**config.mk**
```make
export PLATFORM = sky130hd
export DESIGN_NAME = flash_cfg_arbiter
export DESIGN_NICKNAME = d
export VERILOG_FILES = /design/src/rtl/flash_cfg_arbiter.sv
export SDC_FILE = /design/constraint.sdc
export NUM_CORES = 1
export LEC_CHECK = 0
export ABC_CLOCK_PERIOD_IN_PS = 1360
export BUFFER_PORTS_ARGS = -buffer_cell sky130_fd_sc_hd__buf_2
export CAP_MARGIN = 0
export CORE_UTILIZATION = 42
export CTS_BUF_LIST = sky130_fd_sc_hd__clkbuf_4 sky130_fd_sc_hd__clkbuf_8
export DETAILED_ROUTE_END_ITERATION = 8
export GPL_ROUTABILITY_DRIVEN = 0
export HOLD_SLACK_MARGIN = 0.02
export PLACE_DENSITY = 0.84
export SYNTH_ARGS = -nofsm -noshare
export SYNTH_HDL_FRONTEND = slang
export SYNTH_SLANG_ARGS = --single-unit
```
**constraint.sdc**
```tcl
create_clock -name clock_tlx -period 1.36 [get_ports clock_tlx]
set_input_delay 0.136 -clock clock_tlx [delete_from_list [all_inputs] [get_ports clock_tlx]]
set_output_delay 0.136 -clock clock_tlx [all_outputs]
set_load 0.01 [all_outputs]
```
**src/rtl/flash_cfg_arbiter.sv**
```systemverilog
// Round-robin arbiter sharing the flash AXI4-Lite config port between host config (req0) and the image sequencer (req1).
// Optional busy-watchdog enabled by defining FLSH_ARB_TIMEOUT_EN (forced SLVERR completion after TIMEOUT_CYCLES).
module flash_cfg_arbiter #(
    parameter int unsigned TIMEOUT_CYCLES = 1024
) (
    input  logic        clock_tlx,
    input  logic        reset,

    input  logic [1:0]  req0_devsel,
    input  logic [13:0] req0_addr,
    input  logic        req0_wren,
    input  logic [31:0] req0_wdata,
    input  logic        req0_rden,
    input  logic        req0_expand_enable,
    input  logic        req0_expand_dir,
    output logic [31:0] req0_rdata,
    output logic        req0_done,
    output logic [1:0]  req0_bresp,
    output logic [1:0]  req0_rresp,

    input  logic [1:0]  req1_devsel,
    input  logic [13:0] req1_addr,
    input  logic        req1_wren,
    input  logic [31:0] req1_wdata,
    input  logic        req1_rden,
    input  logic        req1_expand_enable,
    input  logic        req1_expand_dir,
    output logic [31:0] req1_rdata,
    output logic        req1_done,
    output logic [1:0]  req1_bresp,
    output logic [1:0]  req1_rresp,

    output logic [1:0]  cfg_flsh_devsel,
    output logic [13:0] cfg_flsh_addr,
    output logic        cfg_flsh_wren,
    output logic [31:0] cfg_flsh_wdata,
    output logic        cfg_flsh_rden,
    output logic        cfg_flsh_expand_enable,
    output logic        cfg_flsh_expand_dir,
    input  logic [31:0] flsh_cfg_rdata,
    input  logic        flsh_cfg_done,
    input  logic [1:0]  flsh_cfg_bresp,
    input  logic [1:0]  flsh_cfg_rresp,

    output logic        arb_owner,
    output logic        arb_busy,
    output logic        arb_proto_err,
    output logic        arb_timeout
);

    typedef enum logic [1:0] {
        ST_IDLE    = 2'd0,
        ST_BUSY    = 2'd1,
        ST_RELEASE = 2'd2
    } state_t;

    localparam logic [1:0] RESP_SLVERR = 2'b10;

    if (TIMEOUT_CYCLES < 2) begin : g_bad_timeout
        $error("flash_cfg_arbiter: TIMEOUT_CYCLES must be at least 2");
    end

    state_t state_q;
    state_t state_d;

    logic req0_valid;
    logic req1_valid;
    logic rr_ptr;           // requester favoured when both are valid
    logic owner_held;
    logic grant_en;
    logic grant_id;
    logic complete;
    logic force_done;
    logic finish;
    logic tmo_hit;

    // A request is only valid when exactly one of wren/rden is asserted.
    assign req0_valid = req0_wren ^ req0_rden;
    assign req1_valid = req1_wren ^ req1_rden;

    assign owner_held = arb_owner ? (req1_wren | req1_rden) : (req0_wren | req0_rden);
    assign finish     = complete | force_done;
    assign arb_busy   = (state_q == ST_BUSY);

    // NOTE: every signal assigned in this block gets a default first, so no path can infer a latch.
    always_comb begin
        state_d    = state_q;
        grant_en   = 1'b0;
        grant_id   = 1'b0;
        complete   = 1'b0;
        force_done = 1'b0;
        unique case (state_q)
            ST_IDLE: begin
                if (req0_valid || req1_valid) begin
                    grant_en = 1'b1;
                    grant_id = (req0_valid && req1_valid) ? rr_ptr : req1_valid;
                    state_d  = ST_BUSY;
                end
            end
            ST_BUSY: begin
                // A real completion in the expiry cycle takes precedence over the watchdog.
                if (flsh_cfg_done) begin
                    complete = 1'b1;
                    state_d  = ST_RELEASE;
                end else if (tmo_hit) begin
                    force_done = 1'b1;
                    state_d    = ST_RELEASE;
                end
            end
            ST_RELEASE: begin
                if (!owner_held) begin
                    state_d = ST_IDLE;
                end
            end
            default: state_d = ST_IDLE;
        endcase
    end

    // NOTE: all state uses non-blocking assignments so every register samples pre-edge values.
    always_ff @(posedge clock_tlx) begin
        if (reset) begin
            state_q                <= ST_IDLE;
            arb_owner              <= 1'b0;
            rr_ptr                 <= 1'b0;
            cfg_flsh_devsel        <= 2'b00;
            cfg_flsh_addr          <= 14'h0;
            cfg_flsh_wren          <= 1'b0;
            cfg_flsh_wdata         <= 32'h0;
            cfg_flsh_rden          <= 1'b0;
            cfg_flsh_expand_enable <= 1'b0;
            cfg_flsh_expand_dir    <= 1'b0;
        end else begin
            state_q <= state_d;
            if (grant_en) begin
                arb_owner              <= grant_id;
                rr_ptr                 <= ~grant_id;
                cfg_flsh_devsel        <= grant_id ? req1_devsel        : req0_devsel;
                cfg_flsh_addr          <= grant_id ? req1_addr          : req0_addr;
                cfg_flsh_wren          <= grant_id ? req1_wren          : req0_wren;
                cfg_flsh_wdata         <= grant_id ? req1_wdata         : req0_wdata;
                cfg_flsh_rden          <= grant_id ? req1_rden          : req0_rden;
                cfg_flsh_expand_enable <= grant_id ? req1_expand_enable : req0_expand_enable;
                cfg_flsh_expand_dir    <= grant_id ? req1_expand_dir    : req0_expand_dir;
            end else if (finish) begin
                cfg_flsh_wren <= 1'b0;
                cfg_flsh_rden <= 1'b0;
            end
        end
    end

    logic [31:0] fin_rdata;
    logic [1:0]  fin_bresp;
    logic [1:0]  fin_rresp;

    assign fin_rdata = complete ? flsh_cfg_rdata : 32'h0;
    assign fin_bresp = complete ? flsh_cfg_bresp : RESP_SLVERR;
    assign fin_rresp = complete ? flsh_cfg_rresp : RESP_SLVERR;

    // Response registers hold their value until the same requester's next completion.
    always_ff @(posedge clock_tlx) begin
        if (reset) begin
            req0_done  <= 1'b0;
            req0_rdata <= 32'h0;
            req0_bresp <= 2'b00;
            req0_rresp <= 2'b00;
            req1_done  <= 1'b0;
            req1_rdata <= 32'h0;
            req1_bresp <= 2'b00;
            req1_rresp <= 2'b00;
        end else begin
            req0_done <= 1'b0;
            req1_done <= 1'b0;
            if (finish && !arb_owner) begin
                req0_done  <= 1'b1;
                req0_rdata <= fin_rdata;
                req0_bresp <= fin_bresp;
                req0_rresp <= fin_rresp;
            end
            if (finish && arb_owner) begin
                req1_done  <= 1'b1;
                req1_rdata <= fin_rdata;
                req1_bresp <= fin_bresp;
                req1_rresp <= fin_rresp;
            end
        end
    end

    always_ff @(posedge clock_tlx) begin
        if (reset) begin
            arb_proto_err <= 1'b0;
        end else begin
            arb_proto_err <= (req0_wren & req0_rden) | (req1_wren & req1_rden);
        end
    end

`ifdef FLSH_ARB_TIMEOUT_EN
    localparam int unsigned CNT_W = $clog2(TIMEOUT_CYCLES);

    logic [CNT_W-1:0] tmo_cnt;

    // Counter value equals the number of completed BUSY cycles; expiry fires in the last allowed one.
    assign tmo_hit = (tmo_cnt == CNT_W'(TIMEOUT_CYCLES - 1));

    always_ff @(posedge clock_tlx) begin
        if (reset || grant_en) begin
            tmo_cnt <= '0;
        end else if (state_q == ST_BUSY) begin
            tmo_cnt <= tmo_cnt + 1'b1;
        end
    end

    always_ff @(posedge clock_tlx) begin
        if (reset) begin
            arb_timeout <= 1'b0;
        end else if (force_done) begin
            arb_timeout <= 1'b1;
        end
    end
`else
    assign tmo_hit     = 1'b0;
    assign arb_timeout = 1'b0;
`endif

endmodule

```
==> results_dict.tcl <==
set metrics [dict create \
    clock_skew_ns 0.0167 \
    dp_hpwl_um 12000 \
    status "finished, violations left" \
    power_frac_clock_pct 29.6 \
    reg2regPathDepth 4 \
    mostFrequentLayoutCell "buf_2" \
    startpoint_type "flop" \
    synthAdderAreaFrac_pct 0.934 \
    syn_area_mm2 0.00536 \
    grt.total_usage_pct 36.9 \
    io_buffers 271 \
    syn2layout_area_growth_pct 81.7 \
    clock_latency_ns 0.44 \
    crit_type "flop to flop" \
    clockBufferDepth 2 \
    switchingPower_mw 3.79 \
    grt_setup_unrepaired "yes" \
    vias 8015 \
    viasPerCell 6.27 \
    syn-num-nets 815 \
    grt_pass1_wl_um 37700 \
    ys_types 34 \
    hold_viol 0 \
    cp_data_arrival_time_ns 1.88 \
    setup_ws_ns -0.212 \
    antenna_left 0 \
    coreArea_mm2 0.0122 \
    yosys_register_bits 131 \
    antenna_found_initial 3 \
    cts_root_buf "clkbuf_8" \
    drc 0 \
    p_int_mw 7.44 \
    worstSetupEndpointType "flop" \
    slew_violations 0 \
    worst_pin_slew_ns 0.485 \
    fill_cells 639 \
    synth_compound_area_share_pct 21.7 \
    fp.dieH_um 115 \
    clock_sinks 131 \
    firstDrtPassIters 7 \
    final_nets 1241 \
    slew_headroom_pct 67.3 \
    fin_setup_tns_ns -3.91 \
    p_leak_nw 4.24 \
    synth-xor-area-share_pct 0 \
    multi_input_area_mm2 0.00272 \
    ys_warn_count 0 \
    pwr-share-comb_pct 31.5 \
    ir_worst_vdd_uv 679 \
    dp_slack_ns -0.273 \
    critPathMaxFanout 23 \
    grt_pass1_vias 7408 \
    switching_share_pct 33.8 \
    critical_path_required_ns 1.67 \
    fmax_mhz 636 \
    drt_iter0_drc 1424 \
    h-tree-depth 4 \
    regArea_mm2 0.00263 \
    wl_um 30000 \
    die_w_um 115 \
    hp-class "input port to flop" \
    rows 40 \
    yosysSeqAreaShare_pct 49.0 \
    worst_r2r_endpoint "cfg_flsh_wdata[2]" \
    muxShareOfSynthArea_pct 0.210 \
    netlist_instances 668 \
    layout_common_cells "269 x buf_2, 137 x nand2_1, 137 x dlygate4sd3_1, 128 x dfxtp_1, 67 x a21oi_1" \
    die_area_mm2 0.0132 \
    cts_tree "built" \
    overflow 0 \
    max_cap_viol_count 0 \
    r2r_slack_ns -0.21 \
    hold_start "reset" \
    period_share_pct 116 \
    powerDensity_mw_per_mm2 1150 \
    seq_power_share_pct 38.9 \
    layout-drive-gt1-share_pct 40.3 \
    grt_start_max_net_pins 38 \
    syn_area_per_cell_um2 8.02 \
    violations "negative setup slack" \
    holdWs_ns 0.151 \
    numCtsBuffers 17 \
    synth_top_family_by_area "compound AO/OA/AOI/OAI gates" \
    r2r_start "rr_ptr" \
    clk_pin_slew_ns 0.10 \
    hold_depth 2 \
    initial_core_util_pct 43.9 \
    yosys.area_share.simple_pct 21.5 \
    io_pins 273 \
    worstHoldEndpoint "req1_done" \
    wl_per_cell_um 23.5 \
    setup_viol 66 \
    fin_crit_ns 1.57 \
]
## synth_stat cells (all sizes together)
| cell type | instances | area (um2) |
|---|---|---|
| buf | 36 | 201 |
| nand4bb | 1 | 11.3 |
| nor2 | 7 | 28.8 |
| nor2b | 1 | 6.26 |
| clkbuf | 34 | 130 |
| nand3 | 53 | 265 |
| a311oi | 24 | 216 |
| nand2 | 146 | 548 |
| nand4b | 1 | 15.0 |
| or2 | 2 | 12.5 |
| and3 | 2 | 17.5 |
| inv | 6 | 22.5 |
| a31oi | 30 | 188 |
| a21boi | 1 | 7.51 |
| conb | 1 | 3.75 |
| and4bb | 1 | 12.5 |
| a21oi | 98 | 490 |
| nand2b | 2 | 12.5 |
| dfxtp | 131 | 2620 |
| o21ai | 52 | 260 |
| nand4 | 30 | 188 |
| mux2 | 1 | 11.3 |
| and2b | 1 | 7.51 |
| ha | 4 | 50.1 |
| or3 | 2 | 17.5 |
| and4b | 1 | 10.0 |
## power by group through the flow
stage | Clock, mW | Combinational (mW) | Sequential, mW
after detailed placement | 0 | 2.29 | 4.38
after CTS | 3.28 | 2.63 | 4.30
after global routing | 3.49 | 3.65 | 4.39
after floorplan | 0 | 1.06 | 4.51
after global placement | 0 | 2.24 | 4.38
final | 3.32 | 3.54 | 4.38
## sequential cells by signal (all words and copies together) (netlist names), 2 cells and up
register,flops
req0_rresp,2
req1_rdata,32
req1_rresp,2
cfg_flsh_devsel,2
cfg_flsh_addr,14
req1_bresp,2
req0_rdata,32
req0_bresp,2
cfg_flsh_wdata,32
state_q,2
## timing repair
| action | in CTS | in global routing |
|---|---|---|
| pin swaps | 4 | 35 |
| hold buffers | 137 | 0 |
| setup buffers | 3 | 10 |
| gates cloned | 0 | 13 |
| resized for setup | 6 | 100 |
| endpoints found under the hold margin | 123 | 0 |
| endpoints found under the setup margin | 9 | 67 |
## worst max-delay path, cell delays in order, from the launching register on
cell and delay [ns]:
dfxtp_1 0.43, and2b_1 0.25, buf_12 0.17, o21ai_0 0.41, a311oi_2 0.19
## kinds of logic (layout without fill, tap and decap cells)
logic type      count (synthesis)  count (layout)
compound gates                205             205
buf+inv                        76             514
flops                         131             131
other cells                     1               5
mux                             1               1
simple gates                  250             250
fa+ha+maj                       4               4
## metal layers
metal,routed length [um],track usage (%),part of all wire (%),up-vias
met5,13,0,0.043,-
met4,2820,27.3,9.4,2
met3,3890,11.5,13,310
met2,13300,61.8,44,850
met1,9940,39.2,33,3628
li1,-,-,-,3225
## stage by stage
stage | instance area, um2 | power [mW] | instances | util (%)
2_1_floorplan | 5370 | 5.57 | 668 | -
4_1_cts | 8990 | 10.2 | 1251 | 73.6
5_1_grt | 9730 | 11.5 | 1276 | 79.7
3_5_place_dp | 7200 | 6.67 | 1080 | 58.9
3_3_place_gp | 7200 | 6.62 | 1080 | 58.9
6_report | 9730 | 11.2 | 1278 | 79.7
## worst max-delay path by stage
stage	from	endpoint	slack, ns	cells past startpoint
4_1_cts	state_q[0]	arb_busy	0.007	3
3_3_place_gp	req0_wren	cfg_flsh_wdata[18]	-0.16	6
5_1_grt	rr_ptr	cfg_flsh_wdata[7]	-0.39	4
2_1_floorplan	req1_wren	cfg_flsh_wren	-0.01	6
3_5_place_dp	req0_wren	cfg_flsh_rden	-0.27	6
6_report	rr_ptr	cfg_flsh_wdata[2]	-0.21	4
## cell type report
cell class / instances / area share (%)
diodes: 4 / 0.103
clock buffers: 19 / 2.56
clock inverters: 12 / 1.38
inverters: 6 / 0.231
multi-input cells: 461 / 28.0
flip-flops and latches: 131 / 27.0
well taps: 168 / 2.16
repair buffers: 477 / 38.6
Note: power is estimated with default switching activity, not from simulation.
